[config.mk]
export PLATFORM = sky130hd
export DESIGN_NAME = serial_read_buffer
export DESIGN_NICKNAME = d
export VERILOG_FILES = /design/src/rtl/serial_buf_pkg.sv /design/src/rtl/serial_read_buffer.sv
export SDC_FILE = /design/constraint.sdc
export NUM_CORES = 1
export LEC_CHECK = 0
export BUFFER_PORTS_ARGS = -buffer_cell sky130_fd_sc_hd__buf_2
export CAP_MARGIN = 20
export CORE_UTILIZATION = 30
export DETAILED_ROUTE_END_ITERATION = 10
export HOLD_SLACK_MARGIN = 0.05
export PLACE_DENSITY = 0.61
export SETUP_SLACK_MARGIN = 0.3
export SKIP_CTS_REPAIR_TIMING = 1
export SYNTH_ARGS = -nofsm -noshare
export SYNTH_HDL_FRONTEND = slang
export SYNTH_SLANG_ARGS = --single-unit
[constraint.sdc]
create_clock -name sys_clk -period 4.8 [get_ports sys_clk]
set_input_delay 1.2 -clock sys_clk [delete_from_list [all_inputs] [get_ports sys_clk]]
set_output_delay 1.2 -clock sys_clk [all_outputs]
set_load 0.02 [all_outputs]
[src/rtl/serial_buf_pkg.sv]
`timescale 1ns/1ps
`default_nettype none
// ============================================================================
// Module : serial_buf_pkg
// Brief  : Shared state encodings and count-width helper for the serial
//          read/write buffers.
// Rev    : 1.0  initial release
// ============================================================================
package serial_buf_pkg;

    typedef enum logic [0:0] {
        IDLE = 1'b0,
        READ = 1'b1
    } state_t;

    localparam int c_DEFAULT_BUF_SIZE = 8;

    // Wide enough to hold the full transfer length, not just the last index.
    function automatic int count_width(input int buf_size);
        return $clog2(buf_size + 1);
    endfunction

endpackage
`default_nettype wire

[src/rtl/serial_read_buffer.sv]
`timescale 1ns/1ps
`default_nettype none
// ============================================================================
// Module : serial_read_buffer
// Brief  : Serial-in/parallel-out capture buffer with a left-justified result.
//          SERIAL_READ_BUF_LSB_FIRST_EN selects LSB-first bit placement.
// Rev    : 1.0  initial release
// ============================================================================
module serial_read_buffer
    import serial_buf_pkg::*;
#(
    parameter int BUF_SIZE        = c_DEFAULT_BUF_SIZE,
    parameter int READ_COUNT_SIZE = count_width(BUF_SIZE)
) (
    input  logic                       sys_clk,
    input  logic                       rst,
    input  logic                       start,
    input  logic                       read_sig,
    input  logic                       data_in,
    input  logic [READ_COUNT_SIZE-1:0] read_count,
    output logic [BUF_SIZE-1:0]        data_out,
    output logic                       done_sig
);

    localparam int                         c_IDX_W    = (BUF_SIZE > 1) ? $clog2(BUF_SIZE) : 1;
    localparam logic [READ_COUNT_SIZE-1:0] c_BUF_SIZE = READ_COUNT_SIZE'(BUF_SIZE);
    localparam logic [READ_COUNT_SIZE-1:0] c_ONE      = READ_COUNT_SIZE'(1);

    state_t                     r_state, w_state_nxt;
    logic [READ_COUNT_SIZE-1:0] r_n, w_n_nxt;
    logic [READ_COUNT_SIZE-1:0] r_cnt, w_cnt_nxt;
    logic [READ_COUNT_SIZE-1:0] w_cnt_inc;
    logic [READ_COUNT_SIZE-1:0] w_n_clamped;
    logic [BUF_SIZE-1:0]        r_data, w_data_nxt;
    logic [c_IDX_W-1:0]         w_idx;

    assign w_n_clamped = (read_count > c_BUF_SIZE) ? c_BUF_SIZE : read_count;
    assign w_cnt_inc   = r_cnt + c_ONE;

`ifdef SERIAL_READ_BUF_LSB_FIRST_EN
    // First bit lands at the bottom of the justified field.
    assign w_idx = c_IDX_W'(c_BUF_SIZE - r_n + r_cnt);
`else
    assign w_idx = c_IDX_W'(c_BUF_SIZE - c_ONE - r_cnt);
`endif

    always_comb begin
        w_state_nxt = r_state;
        w_n_nxt     = r_n;
        w_cnt_nxt   = r_cnt;
        w_data_nxt  = r_data;
        case (r_state)
            IDLE: begin
                // A strobe coinciding with start is dropped: capture begins next cycle.
                if (start && (read_count != '0)) begin
                    w_state_nxt = READ;
                    w_n_nxt     = w_n_clamped;
                    w_cnt_nxt   = '0;
                    w_data_nxt  = '0;
                end
            end
            READ: begin
                if (read_sig) begin
                    w_data_nxt[w_idx] = data_in;
                    w_cnt_nxt         = w_cnt_inc;
                    if (w_cnt_inc == r_n) begin
                        w_state_nxt = IDLE;
                    end
                end
            end
            default: w_state_nxt = IDLE;
        endcase
    end

    always_ff @(posedge sys_clk) begin
        if (rst) begin
            r_state <= IDLE;
            r_n     <= '0;
            r_cnt   <= '0;
            r_data  <= '0;
        end else begin
            r_state <= w_state_nxt;
            r_n     <= w_n_nxt;
            r_cnt   <= w_cnt_nxt;
            r_data  <= w_data_nxt;
        end
    end

    assign data_out = r_data;
    assign done_sig = (r_state == IDLE);

endmodule
`default_nettype wire

## After elaboration in Yosys (flattened, before gate mapping)

Cells that the tools add are included.

| word-level totals | value |
|---|---|
| bits in registers | 17 |
| bits of input ports | 9 |
| word-level logic and storage cells | 32 |

| cells by class | value |
|---|---|
| $lt $le $gt $ge | 3 |
| equal/unequal tests | 3 |
| reductions and logical operators | 5 |
| muxes and demuxes | 14 |
| $add $sub $neg | 2 |
| bitwise operators | 1 |

Operator list:

| kind | count |
|---|---|
| 2-to-1 mux 8 bit | 2 |
| one-hot mux 8 bit (2 select lines) | 1 |
| 2-to-1 mux 4 bit | 3 |
| bitwise mux 8 bit | 1 |
| one-hot mux 4 bit (2 select lines) | 1 |
| adder 4 x 1 -> 4 bit (second input constant) | 1 |
| == test 4 bit | 1 |
| > comparator 4 bit (second input constant) | 1 |
| less-than comparator 3 x 4 -> 1 bit (second input constant) | 1 |
| 2-to-1 mux 1 bit | 4 |
| AND reduction 2 bit | 2 |
| nonzero test 4 bit | 1 |
| demux 1 bit (select 3 bit) | 1 |
| greater-or-equal comparator 3 x 1 -> 1 bit (second input constant) | 1 |
| subtractor 3 bit (first input constant) | 1 |
| logical AND 1 bit | 2 |
| inequality test 2 x 1 -> 1 bit (second input constant) | 1 |
| inequality test 2 bit (second input constant) | 1 |
| one-hot mux 1 bit (2 select lines) | 1 |
| NOT 1 bit | 1 |

## Depth between registers and ports, before layout

Gate-level depths: netlist (run 1).

| logic depth | value |
|---|---|
| depth in word-level cells | 8 |
| gate-level depth with buffers | 5 |

## Worst setup path before layout (run 1)

OpenSTA, ideal clock, no wires.

| timing | value |
|---|---|
| kind | input-to-reg |
| start point | input port read_count[1] |
| end point | register r_cnt[0] |
| buffers on the path | 0 |
| path slack | 2.451 ns |
| required time | 4.737 ns |
| arrival | 2.286 ns |
| stages | 4 |
| path through | or4_4 a31o_1 mux2_2 nor2_2 |

| between the ends | value |
|---|---|
| longest elaborated chain between the ends | 4 |

RTL lines:

| element | line | source |
|---|---|---|
| start, declared | serial_read_buffer.sv:20 | `input logic [READ_COUNT_SIZE-1:0] read_count,` |
| nonzero test 4 bit | serial_read_buffer.sv:55 | `if (start && (read_count != '0)) begin` |
| logical AND 1 bit | serial_read_buffer.sv:55 |  |
| inequality test 2 x 1 -> 1 bit (no source line) | n/a |  |
| AND reduction 2 bit (no source line) | n/a |  |
| end signal, assigned | serial_read_buffer.sv:84 | `r_cnt <= w_cnt_nxt;` |
| end, declared | serial_read_buffer.sv:31 | `logic [READ_COUNT_SIZE-1:0] r_cnt, w_cnt_nxt;` |

No other way between the ends.
A chain may end at the register's enable or synchronous reset.

## Worst setup path in the final report (run 1)

| timing | value |
|---|---|
| start point | input port read_count[1] |
| end point | register r_n[3] |

| between the ends | value |
|---|---|
| longest elaborated chain between the ends | 3 |
| elaborated cells between the ends (all ways) | 5 |
| classes of those cells | 1 x order compare; 1 x mux; 3 x reduce/logical |

RTL lines:

| element | line | source |
|---|---|---|
| branches (longest 3 deep; another with > comparator 4 bit) | n/a |  |
| end signal, assigned | serial_read_buffer.sv:83 | `r_n <= w_n_nxt;` |
| end, declared | serial_read_buffer.sv:30 | `logic [READ_COUNT_SIZE-1:0] r_n, w_n_nxt;` |

Parallel ways; which one is timed is not known.

==> metrics, run 1 <==
grt met3 use=2.50%; met1 usage=18.8%; Max rail drop VDD=153 µV; pin count of the biggest net entering global routing=18; warnings from Yosys=0; RSZ-0062 raised after global routing=no; WP buf/inv=1; Sum Neg Setup Slack=0 ps; area of the mapped netlist=827 µm²; Slew Viols, Final=0; cell family contributing the most delay on the critical path=simple AND/OR/NAND/NOR gates; GRT Total Usage=14.4%; critical path required time=4970 ps; Post-DRT Antenna Nets=0; shortest period the worst path allows=2360 ps; Final Setup Violations=0; Worst setup SP type=primary input; Seq cells post-synth=17; outcome=complete, no violations; antenna violations before repair=0; Initial Utilization=32.5%; post-DP HPWL=1.35 mm; CTS tree=built; Area after DPL=923 µm²; pwr dens=267 nW/µm²; Cell variety after synth=32; DR iter-0 viols=11; count leader, synth=dfxtp_1; Synth Instances=98; Finished Layout Cells=144; WHS=472 ps; TritonCTS Sinks=17; post-route clock period utilization=49.2%; Fin. Hold Viols=0; DRT Pass-1 Iters=4; Worst Hold Class=flip-flop to flip-flop; num rows=18; synthesis-to-layout area growth=15.0%; Die Ht=54.5 µm; Max Fclk=423 MHz; CTS Buf Count=3; WL final=1.76 mm; Async S/R FF share, synth=0%; wire per inst=12.2 µm; Reg clk slew, reported paths=100 ps; first-pass GRT wire length=2.99 mm; total leakage power=0.000383 µW; CTS Buffer Depth=2; dpl cells=140; critical path class=primary input to flip-flop; Top FF cell, synth=dfxtp_1; routed vias=741; share of cells above drive strength 1=21.1%; Yosys top cell area share=41.1%; DRC viols=0; WP data arrival=2530 ps; Max-Cap Viols=0; Synth area leaders=dfxtp_1, a21oi_1, nor2_1; Critical Path Slowest Stage Cell=or4_4; vias in the first global route=679; max_slew headroom=64.4%; H-Tree Depth=1; gr busiest metal=met2; worst-path cell chain=buf_2 > or4_4 > nand3_1 > mux2i_1 > nor2_1; syn_area_per_cell=8.44 µm²; Nets=125; CTS root buffer=clkbuf_4; worst-margin pin slew=533 ps; top cells by count, synth=dfxtp_1, nor2_1, nand2_1, a21oi_1, nand3_1; CP Capture Type=flip-flop; sequential share of the synthesized area=41.1%; total core area=2540 µm²; number of flops mapped to enable cells by yosys=0; Antenna Cells=0; clk_lat worst skew=280 ps; area leader, netlist=dfxtp_1; final core utilization=37.4%; Vias/cell=5.15; IO Count=18; total die area=2970 µm²; Worst Path Max Fanout=14; number of I/O port buffers=17; setup clock skew after layout=5.19 ps; gpl congestion=0.763; met2 Resource Use GR=22.2%; grt total ovfl=0; max incr delay on CP=530 ps; die span in x=54.5 µm; Post-Layout Inst Area=951 µm²; Mapped Nets=108
==> cell type report <==
cell class / instances / area [µm²]
fill: 284 / 1590
multi-input combinational: 75 / 457
sequential: 17 / 340
timing repair buffer: 17 / 85.1
tap: 30 / 37.5
clock buffer: 3 / 22.5
clock inverter: 1 / 5.00
inverter: 1 / 3.75
==> worst reg2reg max path, cell delays in order (launching register included) <==
cell and delay (ps):
dfxtp_1 500, ha_1 320, xnor2_1 140, nand3_1 100, o31ai_1 270, a21oi_1 100
==> metrics by stage <==
step / setup WS, ps / total power [µW]
finish: 2440 / 254
global route: 2350 / 269
CTS: 2410 / 260
detailed placement: 2100 / 184
global placement: 2150 / 183
floorplan: 2450 / 174
==> state kept, by name, indices dropped and copies added (netlist names) <==
name      flops
data_out      8
r_cnt         4
r_n           4
r_state       1
==> where the power goes <==
part | internal (µW) | switching [µW] | total, µW
sequential | 144 | 3.86 | 148
clock | 30.9 | 42.8 | 73.7
combinational | 12.7 | 19.0 | 31.7
==> metal layers <==
metal	up-vias	routed length, µm
met5	-	0
met4	0	36
met1	341	847
met3	4	74
li1	381	-
met2	15	799
==> layout by cell type (no fill, tap or decap), drive strengths merged <==
cell type  synthesis  final
a211oi             1      1
a21o               1      1
a21oi              9      9
a311oi             1      1
a31o               1      1
a31oi              1      1
a32oi              5      5
and2               1      1
and3               2      2
and3b              1      1
buf                2     17
clkbuf             3      3
clkinv             0      1
dfxtp             17     17
ha                 1      1
inv                1      1
mux2               1      1
mux2i              1      1
nand2             10     10
nand2b             1      1
nand3              7      7
nand3b             1      1
nor2              13     13
nor2b              3      3
nor3               1      1
nor3b              4      4
o21ai              1      1
o31ai              1      1
or4                1      1
xnor2              4      4
xor2               2      2
==> logic make-up (layout without fill, tap and decap cells) <==
| family | Yosys count | count (layout) | share of synthesized area, % |
|---|---|---|---|
| AO/OA/AOI/OAI | 21 | 21 | 16.9 |
| XOR/XNOR | 6 | 6 | 6.35 |
| adder cells (fa/ha/maj) | 1 | 1 | 1.51 |
| buffers and inverters | 6 | 22 | 3.63 |
| flip-flops | 17 | 17 | 41.2 |
| multiplexers | 2 | 2 | 2.57 |
| AND/OR/NAND/NOR | 45 | 45 | 27.8 |
==> path summary, 6_finish.rpt <==
check,cells past startpoint,start,slack (ps),to
min reg2reg,2,data_out[1],470,data_out[1]
max reg2reg,5,r_cnt[0],3270,r_state
max,5,read_count[1],2440,r_n[3]
min,2,data_out[1],470,data_out[1]
No activity file was read; power rests on OpenSTA's default activity.
==> run 2, diff against run 1 <==
ABC_AREA = 1   (was unset)
clock period = 2.4 ns   (was 4.8 ns; I/O delays follow)
==> metrics, run 2 <==
switching share of total power=29.6% (+3.7 points); dpl cells=170 (+21%); number of flip-flops in the largest register=8 (unchanged); share of cells above drive strength 1=23.8% (+2.7 points); CTS Buffer Depth=2 (unchanged); antenna violations before repair=0 (unchanged); Pint=381 µW (+100%); max_slew headroom=77.9% (+14 points); Synth area leaders=dfxtp_1, nand3_1, nand2_1; first-pass GRT wire length=3.51 mm (+17%); Antenna Cells=0 (unchanged); gpl congestion=0.771 (+1.1%); area of the mapped netlist=926 µm² (+12%); Finished Layout Cells=174 (+21%); hold path cells=2 (unchanged); WP data arrival=960 ps (-1570 ps); setup clock skew after layout=7.01 ps (+1.82 ps); post-DP HPWL=1.48 mm (+9.4%); CTS tree=built; DRC viols=0 (unchanged); wire per inst=11.8 µm (-3.0%); Initial Utilization=32.7% (+0.23 points); vias in the first global route=824 (+21%); CTS Buf Count=3 (unchanged); Seq pwr share=55.3% (-3.1 points); pwr dens=525 nW/µm² (+97%); Die Ht=57.6 µm (+5.6%); Post-DRT Antenna Nets=0 (unchanged); FF+latch area=340 µm² (unchanged); total leakage power=0.000428 µW (+12%); total die area=3310 µm² (+12%); CP Capture Type=output port; syn_area_per_cell=7.23 µm² (-14%); Worst Path Max Fanout=5 (-9); clock share of power=29.1% (about the same); TritonCTS Sinks=17 (unchanged); total core area=2830 µm² (+11%); Slew Viols, Final=0 (unchanged); sw power=160 µW (+140%); Worst Hold End=data_out[3]; total chip power=541 µW (+110%); Synth Instances=128 (+31%); WL final=2.06 mm (+17%); GRT Total Usage=13.6% (-0.80 points); post-route clock period utilization=65.1%; pin count of the biggest net entering global routing=18 (unchanged); most frequent cells in the layout=nand2_1, nand3_1, dfxtp_1, buf_2, a21oi_1; outcome=complete, no violations; critical path class=flip-flop to output port; area leader, netlist=dfxtp_1; Mapped Nets=138 (+28%); Seq cells post-synth=17 (unchanged); Nets=154 (+23%); Top FF cell, synth=dfxtp_1; clk_lat worst skew=300 ps (+20 ps); Max-Cap Viols=0 (unchanged); grt total ovfl=0 (unchanged); Worst Hold Class=flip-flop to flip-flop; number of flops mapped to enable cells by yosys=0 (unchanged); sequential share of the synthesized area=36.8% (-4.4 points); area of the multi-input gates=479 µm² (+4.9%); Vias/cell=5.13 (-0.38%); Worst setup SP type=flip-flop; Sum Neg Setup Slack=0 ps (unchanged); synthesis-to-layout area growth=11.4%; R2R Path Start=r_cnt[1]; warnings from Yosys=0 (unchanged); Final Setup Violations=0 (unchanged); Fin. Hold Viols=0 (unchanged); top cells by count, synth=nand2_1, nand3_1, dfxtp_1, a21oi_1, inv_1; FF-to-FF setup slack=940 ps (-2330 ps); Max rail drop VDD=267 µV (+74%); Reg2Reg Depth=8 (+3); die span in x=57.6 µm (+5.6%); Layout fillers=288 (+1.4%); H-Tree Depth=1 (unchanged); shortest period the worst path allows=1560 ps; Yosys top cell area share=36.8% (-4.4 points); worst-margin pin slew=332 ps (-202 ps); number of I/O port buffers=17 (unchanged); RSZ-0062 raised after global routing=no; DRT Pass-1 Iters=4 (unchanged); FF-to-FF End=r_state; Reg clk slew, reported paths=110 ps (about the same); Hold Startpoint=data_out[3]; routed vias=892 (+20%); IO Count=18 (unchanged); DR iter-0 viols=21 (+10); critical path required time=1800 ps (-3170 ps); CTS root buffer=clkbuf_4; Async S/R FF share, synth=0% (unchanged); Logic pwr share=15.6% (+3.1 points); count leader, synth=nand2_1; num rows=19 (+1); Cell variety after synth=25 (-22%); Max Fclk=641 MHz; leading cell type in the layout, fill and taps excluded=nand2_1
[run 2: power by group through the flow]
stage                     sequential [µW]  clock (µW)  combinational [µW]
after floorplan                       306           0                64.6
after global placement                305           0                82.1
after detailed placement              306           0                84.1
after CTS                             299         167                84.5
after global routing                  301         181                94.7
final                                 299         157                84.3
[run 2: stage by stage]
step / hold WS (ps) / area, µm² / util, % / setup WS (ps)
6_report: 488 / 1030 / 36.4 / 839
2_1_floorplan: 449 / 926 / - / 1100
3_3_place_gp: 471 / 1000 / 35.5 / 839
5_1_grt: 516 / 1030 / 36.4 / 769
4_1_cts: 494 / 1030 / 36.4 / 817
3_5_place_dp: 467 / 1000 / 35.5 / 818
[run 2: final cells by class]
type / count / area share, %
Tap cell: 31 / 3.76
Clock inverter: 1 / 0.485
Sequential cell: 17 / 33.0
Clock buffer: 3 / 2.18
Timing Repair Buffer: 18 / 8.98
Multi-Input combinational cell: 90 / 46.5
Inverter: 14 / 5.10
[run 2: kinds of logic (layout without fill, tap and decap cells)]
kind of cell,after synthesis,count (layout),synth area share (%)
compound gates,23,23,15.1
simple gates,66,66,35.3
flops,17,17,36.8
fa+ha+maj,1,1,1.35
buf+inv,21,36,11.5
[run 2: how the worst max path moves through the flow]
| stage | start | to | slack (ps) | cells after the start |
|---|---|---|---|---|
| floorplan | read_count[2] | r_n[0] | 1100 | 7 |
| global route | r_state | done_sig | 770 | 2 |
| global placement | read_count[2] | r_n[2] | 840 | 8 |
| detailed placement | read_count[2] | r_n[0] | 820 | 8 |
| CTS | r_state | done_sig | 820 | 2 |
| finish | r_state | done_sig | 840 | 2 |
[run 2: metal layers]
metal,track usage [%],wire [µm],up-vias
met4,5.57,31,0
met2,22.9,1040,10
met5,0,0,-
met1,16.6,940,415
met3,2.95,52,4
li1,-,-,463
[run 2: worst max-delay path: stages (launching register included)]
cell	delay, ps
dfxtp_1	430
inv_2	80
buf_2	160
==> run 3, diff against run 2 <==
PLACE_DENSITY = 0.62   (was 0.61)
clock period = 1.3 ns   (was 2.4 ns; I/O delays follow)
==> metrics, run 3 (synthesis results as in run 2) <==
Worst path most repeated cell=nand2_1; worst-margin pin slew=327 ps (-4.76 ps); CP Capture Type=flip-flop; DRC viols=0 (unchanged); share of cells above drive strength 1=41.7% (+18 points); Place WS=45.0 ps (-773 ps); cell depth of the worst setup path=8 (+6); worst-path cell chain=ha_4 > inv_2 > or2_4 > nand3_2 > nor2_1 > nand2_1 > nand2_1 > a21oi_1; CTS Buffer Depth=2 (unchanged); setup clock skew after layout=2.50 ps (-4.51 ps); final core utilization=42.8% (+6.3 points); Area after DPL=1070 µm² (+6.7%); Worst Hold Class=primary input to flip-flop; DRT Pass-1 Iters=4 (unchanged); first-pass GRT wire length=3.73 mm (+6.5%); Fin. Hold Viols=0 (unchanged); GRT Total Usage=14.2% (+0.62 points); routed vias=931 (+4.4%); clock share of power=27.7% (-1.4 points); Worst Path Max Fanout=5 (unchanged); die span in x=57.6 µm (unchanged); Logic pwr share=19.1% (+3.5 points); Slew Viols, Final=0 (unchanged); number of flip-flops in the largest register=8 (unchanged); max incr delay on CP=370 ps (-60 ps); Reg clk slew, reported paths=100 ps (about the same); total core area=2830 µm² (unchanged); shortest period the worst path allows=1250 ps; TritonCTS Sinks=17 (unchanged); Die Ht=57.6 µm (unchanged); CTS tree=built; wire per inst=11.8 µm (-0.31%); RSZ-0062 raised after global routing=yes; final setup margin=47.4 ps (-791 ps); total die area=3310 µm² (unchanged); WP data arrival=1480 ps (+520 ps); WP buf/inv=1 (-1); H-Tree Depth=1 (unchanged); Initial Utilization=32.7% (unchanged); max_slew headroom=78.2% (+0.32 points); num rows=19 (unchanged); Max-Cap Viols=0 (unchanged); grt total ovfl=0 (unchanged); Critical Path Slowest Stage Cell=dfxtp_4; sw power=301 µW (+88%); Reg2Reg Depth=8 (unchanged); outcome=complete, no violations; post-route clock period utilization=96.4%; Worst setup SP type=flip-flop; vias in the first global route=872 (+5.8%); Pint=734 µW (+93%); Layout fillers=266 (-7.6%); gpl congestion=0.763 (-1.1%); clk_lat worst skew=290 ps (about the same); WHS=288 ps (-201 ps); leading cell type in the layout, fill and taps excluded=nand2_1; Vias/cell=5.12 (-0.22%); IO Count=18 (unchanged); critical path required time=1530 ps (-270 ps); most frequent cells in the layout=nand2_1, nand3_1, a21oi_1; pin count of the biggest net entering global routing=17 (-1); critical path class=flip-flop to flip-flop; Nets=162 (+5.2%); cell family contributing the most delay on the critical path=simple AND/OR/NAND/NOR gates; antenna violations before repair=0 (unchanged); number of I/O port buffers=17 (unchanged); Max rail drop VDD=412 µV (+54%); FF+latch area=359 µm² (+5.5%); total leakage power=0.000475 µW (+11%); Seq pwr share=53.2% (-2.1 points); Post-DRT Antenna Nets=0 (unchanged); area of the multi-input gates=524 µm² (+9.4%); hold path cells=3 (+1); pwr dens=855 nW/µm² (+63%); Antenna Cells=0 (unchanged); CTS root buffer=clkbuf_4; Final Setup Violations=0 (unchanged); post-DP HPWL=1.59 mm (+6.9%); CTS Buf Count=3 (unchanged); switching share of total power=29.0% (-0.55 points); Max Fclk=798 MHz; DR iter-0 viols=24 (+14%); synthesis-to-layout area growth=30.7%; WL final=2.15 mm (+4.3%); Post-Layout Inst Area=1210 µm² (+17%)
[run 3: cell count changes in the layout (fill, tap and decap cells not counted), sizes merged]
cell	previous run	this run
clkinv	1	0
clkbuf	3	4
buf	18	26
[run 3: final timing paths]
path	from	to	slack, ps
setup / recovery	r_cnt[0]	r_state	50
hold / removal	read_count[0]	r_n[0]	290
setup reg to reg	r_cnt[0]	r_state	50
hold reg to reg	data_out[4]	data_out[4]	490
[run 3: final cells by class]
| class | instances | share of cell area [%] |
|---|---|---|
| multi-input cells | 90 | 43.3 |
| flip-flops and latches | 17 | 29.7 |
| repair buffers | 26 | 17.1 |
| well taps | 31 | 3.21 |
| inverters | 14 | 4.55 |
| clock buffers | 4 | 2.17 |
[run 3: metrics by stage]
step,total power [µW],std cells,TNS (ps)
5_1_grt,1090,182,-31.4
6_report,1030,182,0
4_1_cts,1040,180,0
2_1_floorplan,694,128,0
3_5_place_dp,748,176,0
3_3_place_gp,744,176,0
[run 3: power by group through the flow]
stage          Clock [µW]  Sequential, µW  Combinational (µW)
2_1_floorplan           0             566                 127
3_3_place_gp            0             562                 182
3_5_place_dp            0             564                 184
4_1_cts               307             551                 185
5_1_grt               320             553                 220
6_report              287             550                 198
[run 3: worst reg2reg max path, stage by stage, from the launching register on]
cell     delay (ps)
dfxtp_4         370
ha_4            270
inv_2            30
or2_4           220
nand3_2          60
nor2_1           40
nand2_1          50
nand2_1          40
a21oi_1         110
[run 3: routing by layer]
metal	vias to the layer above	track usage, %	part of all wire, %
met5	-	0	0
met4	0	6.27	1.6
li1	481	-	-
met2	9	23.8	49
met1	437	18.4	48
met3	4	1.36	1.7
